## config.mk

```make
export PLATFORM = sky130hd
export DESIGN_NAME = countdown_timer_core_flat
export DESIGN_NICKNAME = d
export VERILOG_FILES = /design/src/rtl/countdown_timer_core_if.sv /design/src/rtl/countdown_timer_core.sv /design/src/flat_wrapper.sv
export SDC_FILE = /design/constraint.sdc
export NUM_CORES = 1
export LEC_CHECK = 0
export ABC_CLOCK_PERIOD_IN_PS = 1900
export CORE_ASPECT_RATIO = 1.4
export CORE_MARGIN = 10
export CORE_UTILIZATION = 48
export CTS_CLUSTER_DIAMETER = 50
export DETAILED_ROUTE_END_ITERATION = 8
export PLACE_DENSITY = 0.82
export SLEW_MARGIN = 20
export SYNTH_ARGS = -nofsm -noshare
export SYNTH_HDL_FRONTEND = slang
export SYNTH_SLANG_ARGS = --single-unit
```

## constraint.sdc

```tcl
create_clock -name clk -period 1.9 [get_ports clk]
set_input_delay 0.38 -clock clk [delete_from_list [all_inputs] [get_ports clk]]
set_output_delay 0.38 -clock clk [all_outputs]
set_load 0.02 [all_outputs]
```

## src/rtl/countdown_timer_core_if.sv

```systemverilog
// Control/status bundle for the countdown timer core.
// All controls are levels sampled on every rising clk edge; there is no valid/ready handshake.
interface countdown_timer_core_if;
    logic       load;
    logic [6:0] preset_min;
    logic [5:0] preset_sec;
    logic       start;
    logic       pause;
    logic [6:0] min_out;
    logic [5:0] sec_out;
    logic       running;
    logic       done;
    logic       expired;
    logic [1:0] state_dbg;

    modport master (
        output load, preset_min, preset_sec, start, pause,
        input  min_out, sec_out, running, done, expired, state_dbg
    );

    modport slave (
        input  load, preset_min, preset_sec, start, pause,
        output min_out, sec_out, running, done, expired, state_dbg
    );
endinterface

```

## src/rtl/countdown_timer_core.sv

```systemverilog
// Countdown mm:ss timer driven by a down-counting 1 Hz prescaler.
// Optional AUTO_RELOAD_EN: on expiry reload the stored preset and keep running.
module countdown_timer_core #(
    parameter int TICK_DIV = 25_000_000,
    parameter int PRESC_W  = 25
) (
    input  logic                   clk,
    input  logic                   rst,
    countdown_timer_core_if.slave  bus
);
    typedef enum logic [1:0] {
        ST_IDLE  = 2'd0,
        ST_RUN   = 2'd1,
        ST_PAUSE = 2'd2,
        ST_DONE  = 2'd3
    } state_t;

    localparam logic [PRESC_W-1:0] RELOAD = PRESC_W'(TICK_DIV - 1);

    state_t             state_q, state_d;
    logic [PRESC_W-1:0] presc_q, presc_d;
    logic [6:0]         min_q, min_d;
    logic [5:0]         sec_q, sec_d;
    logic               running_q, running_d;
    logic               done_q, done_d;
    logic               expired_q, expired_d;
`ifdef AUTO_RELOAD_EN
    logic [6:0]         pmin_q, pmin_d;
    logic [5:0]         psec_q, psec_d;
`endif

    logic [6:0] min_clamped;
    logic [5:0] sec_clamped;
    logic       tick;
    logic       time_zero;
    logic       expiring;

    always_comb begin
        min_clamped = (bus.preset_min > 7'd99) ? 7'd99 : bus.preset_min;
        sec_clamped = (bus.preset_sec > 6'd59) ? 6'd59 : bus.preset_sec;
        tick        = (presc_q == '0);
        time_zero   = (min_q == 7'd0) && (sec_q == 6'd0);
        // Only 00:01 can reach 00:00 on a tick; 01:00 borrows to 00:59.
        expiring    = (min_q == 7'd0) && (sec_q == 6'd1);
    end

    always_comb begin
        state_d   = state_q;
        presc_d   = presc_q;
        min_d     = min_q;
        sec_d     = sec_q;
        done_d    = 1'b0;
        expired_d = expired_q;
`ifdef AUTO_RELOAD_EN
        pmin_d    = pmin_q;
        psec_d    = psec_q;
`endif

        if (bus.load) begin
            min_d     = min_clamped;
            sec_d     = sec_clamped;
            presc_d   = RELOAD;
            expired_d = 1'b0;
            state_d   = ST_IDLE;
`ifdef AUTO_RELOAD_EN
            pmin_d    = min_clamped;
            psec_d    = sec_clamped;
`endif
        end else begin
            case (state_q)
                ST_IDLE: begin
                    if (bus.start && !bus.pause && !time_zero) state_d = ST_RUN;
                end
                ST_RUN: begin
                    if (bus.pause) begin
                        state_d = ST_PAUSE;
                    end else if (!tick) begin
                        presc_d = presc_q - 1'b1;
                    end else begin
                        presc_d = RELOAD;
                        if (sec_q != 6'd0) begin
                            sec_d = sec_q - 6'd1;
                        end else if (min_q != 7'd0) begin
                            min_d = min_q - 7'd1;
                            sec_d = 6'd59;
                        end
                        if (expiring) begin
                            done_d = 1'b1;
`ifdef AUTO_RELOAD_EN
                            if ((pmin_q != 7'd0) || (psec_q != 6'd0)) begin
                                min_d = pmin_q;
                                sec_d = psec_q;
                            end else begin
                                expired_d = 1'b1;
                                state_d   = ST_DONE;
                            end
`else
                            expired_d = 1'b1;
                            state_d   = ST_DONE;
`endif
                        end
                    end
                end
                ST_PAUSE: begin
                    if (bus.start && !bus.pause) state_d = ST_RUN;
                end
                ST_DONE: begin
                    state_d = ST_DONE;
                end
                default: state_d = ST_IDLE;
            endcase
        end

        running_d = (state_d == ST_RUN);
    end

    always_ff @(posedge clk) begin
        if (rst) begin
            state_q   <= ST_IDLE;
            presc_q   <= RELOAD;
            min_q     <= 7'd0;
            sec_q     <= 6'd0;
            running_q <= 1'b0;
            done_q    <= 1'b0;
            expired_q <= 1'b0;
`ifdef AUTO_RELOAD_EN
            pmin_q    <= 7'd0;
            psec_q    <= 6'd0;
`endif
        end else begin
            state_q   <= state_d;
            presc_q   <= presc_d;
            min_q     <= min_d;
            sec_q     <= sec_d;
            running_q <= running_d;
            done_q    <= done_d;
            expired_q <= expired_d;
`ifdef AUTO_RELOAD_EN
            pmin_q    <= pmin_d;
            psec_q    <= psec_d;
`endif
        end
    end

    assign bus.min_out   = min_q;
    assign bus.sec_out   = sec_q;
    assign bus.running   = running_q;
    assign bus.done      = done_q;
    assign bus.expired   = expired_q;
    assign bus.state_dbg = state_q;
endmodule

```

## src/flat_wrapper.sv

```systemverilog
// flat-port wrapper written by rule: the top's interface ports become plain ports
module countdown_timer_core_flat 
#(
    parameter int TICK_DIV = 25_000_000,
    parameter int PRESC_W  = 25
)
  (clk, rst, bus_load, bus_preset_min, bus_preset_sec, bus_start, bus_pause, bus_min_out, bus_sec_out, bus_running, bus_done, bus_expired, bus_state_dbg);
  countdown_timer_core_if bus_i ();
  input  logic clk;
  input  logic rst;
  input wire logic [$bits(bus_i.load)-1:0] bus_load;
  input wire logic [$bits(bus_i.preset_min)-1:0] bus_preset_min;
  input wire logic [$bits(bus_i.preset_sec)-1:0] bus_preset_sec;
  input wire logic [$bits(bus_i.start)-1:0] bus_start;
  input wire logic [$bits(bus_i.pause)-1:0] bus_pause;
  output wire logic [$bits(bus_i.min_out)-1:0] bus_min_out;
  output wire logic [$bits(bus_i.sec_out)-1:0] bus_sec_out;
  output wire logic [$bits(bus_i.running)-1:0] bus_running;
  output wire logic [$bits(bus_i.done)-1:0] bus_done;
  output wire logic [$bits(bus_i.expired)-1:0] bus_expired;
  output wire logic [$bits(bus_i.state_dbg)-1:0] bus_state_dbg;
  assign bus_i.load = bus_load;
  assign bus_i.preset_min = bus_preset_min;
  assign bus_i.preset_sec = bus_preset_sec;
  assign bus_i.start = bus_start;
  assign bus_i.pause = bus_pause;
  assign bus_min_out = bus_i.min_out;
  assign bus_sec_out = bus_i.sec_out;
  assign bus_running = bus_i.running;
  assign bus_done = bus_i.done;
  assign bus_expired = bus_i.expired;
  assign bus_state_dbg = bus_i.state_dbg;
  countdown_timer_core #(.TICK_DIV(TICK_DIV), .PRESC_W(PRESC_W)) u_core (.clk(clk), .rst(rst), .bus(bus_i));
endmodule
```

==> key figures <==
Place
  • Routability Congestion: a little over 0.9
  • Post-detail-place hpwl: between 4000 and 5000 um
  • Placed cells: between 400 and 500
  • Port bufs: 35

Global routing
  • First-pass GRT wire length: 10,450 um
  • Vias in the first global route: 2,353
  • Initial antenna violation count: 0
  • GRT Util Overall: between 15 and 20%
  • Total grt overflow: 0
  • Pin count of the biggest net entering global routing: 22

Clock network
  • Clock-pin slew on the worst setup and hold paths: approximately 80 ps
  • Latest clock arrival within the worst-skew pair: about 310 ps
  • Root Buffer: clkbuf_8
  • CTS tree: done
  • Number of CTS-inserted buffers: 5
  • H-tree levels: 2
  • CTS Hold Bufs: 0
  • Clock sinks: 43
  • Clock buffer depth: 2

Setup path
  • WP depth: 5
  • Critical path required time: 2100 ps
  • CP arrival: around 2200 ps
  • Delay of the slowest critical-path stage: 550 ps
  • R2R Path End: u_core.bus.running
  • Crit path cell chain: or4_4 -> nor4_4 -> a31oi_2 -> a211o_1 -> and2_1
  • R2r worst-path depth: 5
  • Crit-path max FO: 3
  • Critical path type: reg -> reg
  • Critical Path Sink Type: flip-flop
  • Delay-heaviest family, CP: simple AND/OR/NAND/NOR gates
  • R2r startpoint: u_core.presc_q[5]
  • Critical-path top delay cell: or4_4
  • Crit path buf inv count: 0
  • Register-to-register setup slack: -50 ps
  • Critical Path Source Type: flip-flop

Yosys
  • Ys async rst share: 0%
  • EDFF count, synth: 0
  • Netlist Area Pre-Place: ~2300 sq um
  • Post-synth top flop: dfxtp_1
  • Register bit total from synthesis: between 40 and 50
  • Sequential area share after synthesis: between 30% and 40%
  • Syn Area/Cell: roughly 8.4 sq um
  • Synth warn: 0
  • Syn Inst Count: roughly 270
  • Synth cell types: just under 60
  • Syn_nets: 295

Drt
  • Drt pass-1 iters: 4
  • Wire per inst: between 15 and 20 um
  • Drt total wl: about 6600 um
  • Drc violations: 0
  • DR vias: 2,399
  • Antenna viol nets, final: 0
  • DR iter-0 viols: ~130
  • Routed vias/inst: ~5.7

Floorplanning
  • Die Y: 101.8 um
  • Die width: around 78 um
  • Row cnt: 29
  • Total Die Area: 7989 sq um
  • Boundary Pins: 36
  • Initial Util: around half
  • Placeable Area: around 4600 sq um

STA
  • Max Transition Viols Final: 0
  • Final setup TNS: -75.23 ps
  • Final hold slack: 472.6 ps
  • Fin crit period: 1946 ps
  • Slew at the pin closest to its max-slew limit: 542.1 ps
  • FMAX: 513.8 MHz
  • Final Hold Viols: 0
  • Setup violators final: 3
  • Fin crit share: 102.4%
  • RSZ-0062 raised after global routing: yes
  • Setup slack after layout: -46.31 ps
  • Worst relative slew slack: 63.82%
  • Clock Skew: roughly 7.6 ps

Hold path
  • Number of instances on the worst hold path: 1
  • Hold Path Class: reg -> reg
  • Hold_sp: u_core.bus.expired
  • WHS Endpoint: u_core.bus.expired

Cells and area
  • Ant. Diodes: 0
  • Layout area overhead: 47.63%
  • Layout cells sized above 1: 29.64%
  • Non-Filler Instances: 423
  • Final-stage net count: approximately 380
  • Most common cell after layout, fill and taps aside: buf_4
  • Most frequent cells in the layout: buf_4, nand2_1, clkdlybuf4s50_1

Run status
  • Failing checks: negative setup slack
  • Status: complete, but fails checks

Power and ir drop
  • Max IR drop VDD: ~0.00043 V
  • PwrDens: between 600 and 700 nW/um^2
  • Pwr Total: around 2000 uW
  • Leakage power: 0.001244 uW

Flow run
  • Max Cap Viol: 0
cell families (layout without fill, tap and decap cells):
family                   Yosys count  in the layout  share of synthesized area [%]
flip-flops                        43             43                          37.49
AND/OR/NAND/NOR                  134            134                          32.43
multiplexers                       2              2                         0.8720
adder cells (fa/ha/maj)            5              5                          2.725
AO/OA/AOI/OAI                     41             41                          13.30
XOR/XNOR                          24             24                          9.155
buffers and inverters             23            112                          4.033
worst max-delay path by stage:
stage                             to                    start  slack, ps
6_report          u_core.bus.running        u_core.presc_q[5]        -50
3_3_place_gp   u_core.bus.min_out[6]                bus_pause       -340
2_1_floorplan  u_core.bus.min_out[6]  u_core.bus.state_dbg[1]          2
5_1_grt        u_core.bus.min_out[6]       u_core.presc_q[20]       -100
4_1_cts        u_core.bus.min_out[6]       u_core.presc_q[20]          2
3_5_place_dp   u_core.bus.min_out[6]                bus_pause       -370
synth_stat cells (2+ instances only):
cell | n | area share, %
or3b_2 | 2 | 0.76
o311a_1 | 2 | 0.87
and2_1 | 3 | 0.82
a21oi_1 | 5 | 1.1
a311oi_1 | 2 | 0.76
and4_1 | 2 | 0.76
clkbuf_1 | 5 | 0.82
nand4b_1 | 2 | 0.76
and4b_1 | 2 | 0.87
nand2_1 | 34 | 5.6
buf_2 | 2 | 0.44
nor3_1 | 13 | 2.8
nand3_1 | 6 | 1.3
inv_1 | 13 | 2.1
o21ai_0 | 6 | 1.3
nor2_1 | 31 | 5.1
nor4_1 | 10 | 2.7
o21a_1 | 2 | 0.65
a211o_1 | 2 | 0.76
o211ai_1 | 2 | 0.65
or4_1 | 4 | 1.3
o31ai_1 | 2 | 0.65
mux2i_1 | 2 | 0.87
xnor2_1 | 19 | 7.2
a211oi_1 | 2 | 0.65
xor2_1 | 5 | 1.9
nor4_4 | 2 | 1.9
nor4_2 | 2 | 1.1
a31oi_1 | 2 | 0.54
nor2b_1 | 2 | 0.54
or3_1 | 5 | 1.4
ha_1 | 5 | 2.7
dfxtp_1 | 43 | 37
nand4_1 | 6 | 1.6
sequential cells by signal (all words and copies together) (netlist names):
| signal | count |
|---|---|
| u_core.bus.sec_out | 6 |
| u_core.bus.state_dbg | 2 |
| u_core.bus.running | 1 |
| u_core.bus.expired | 1 |
| u_core.presc_q | 25 |
| u_core.bus.done | 1 |
| u_core.bus.min_out | 7 |
stage by stage:
| step | setup slack, ps | area, sq um | utilization, % |
|---|---|---|---|
| 4_1_cts | 2.299 | 3248 | 71.05 |
| 5_1_grt | -96.78 | 3390 | 74.14 |
| 3_5_place_dp | -372.3 | 3058 | 66.89 |
| 3_3_place_gp | -340.0 | 3058 | 66.89 |
| 2_1_floorplan | 2.458 | 2325 | - |
| 6_report | -46.31 | 3390 | 74.14 |
report_power, final:
part / switching, uW / internal (uW) / leakage [uW]
Clock: 335 / 426 / 0.0000612
Combinational: 169 / 165 / 0.000832
Sequential: 23.0 / 918 / 0.000351
layer usage:
| metal | wire [um] | share of wire [%] | global-route usage, % |
|---|---|---|---|
| met4 | 98 | 1.5 | 6.501 |
| met5 | 0 | 0 | 0 |
| met3 | 353 | 5.3 | 3.515 |
| met1 | 2520 | 38 | 15.33 |
| met2 | 3627 | 55 | 30.84 |
layout make-up:
cell class / count / area [sq um]
fill: 348 / 1182
tap: 62 / 77.57
clock buffer: 6 / 82.58
sequential: 43 / 882.1
timing repair buffer: 90 / 782.0
clock inverter: 2 / 35.03
multi-input combinational: 206 / 1478
inverter: 14 / 52.55
repair_timing:
item,CTS,global route
resized for setup,14,22
buffers inserted,1,9
endpoints found under the setup margin,8,14
gates cloned,0,0
hold endpoints to repair,0,0
pin swaps,4,11
Note: power is estimated with default switching activity, not from simulation.
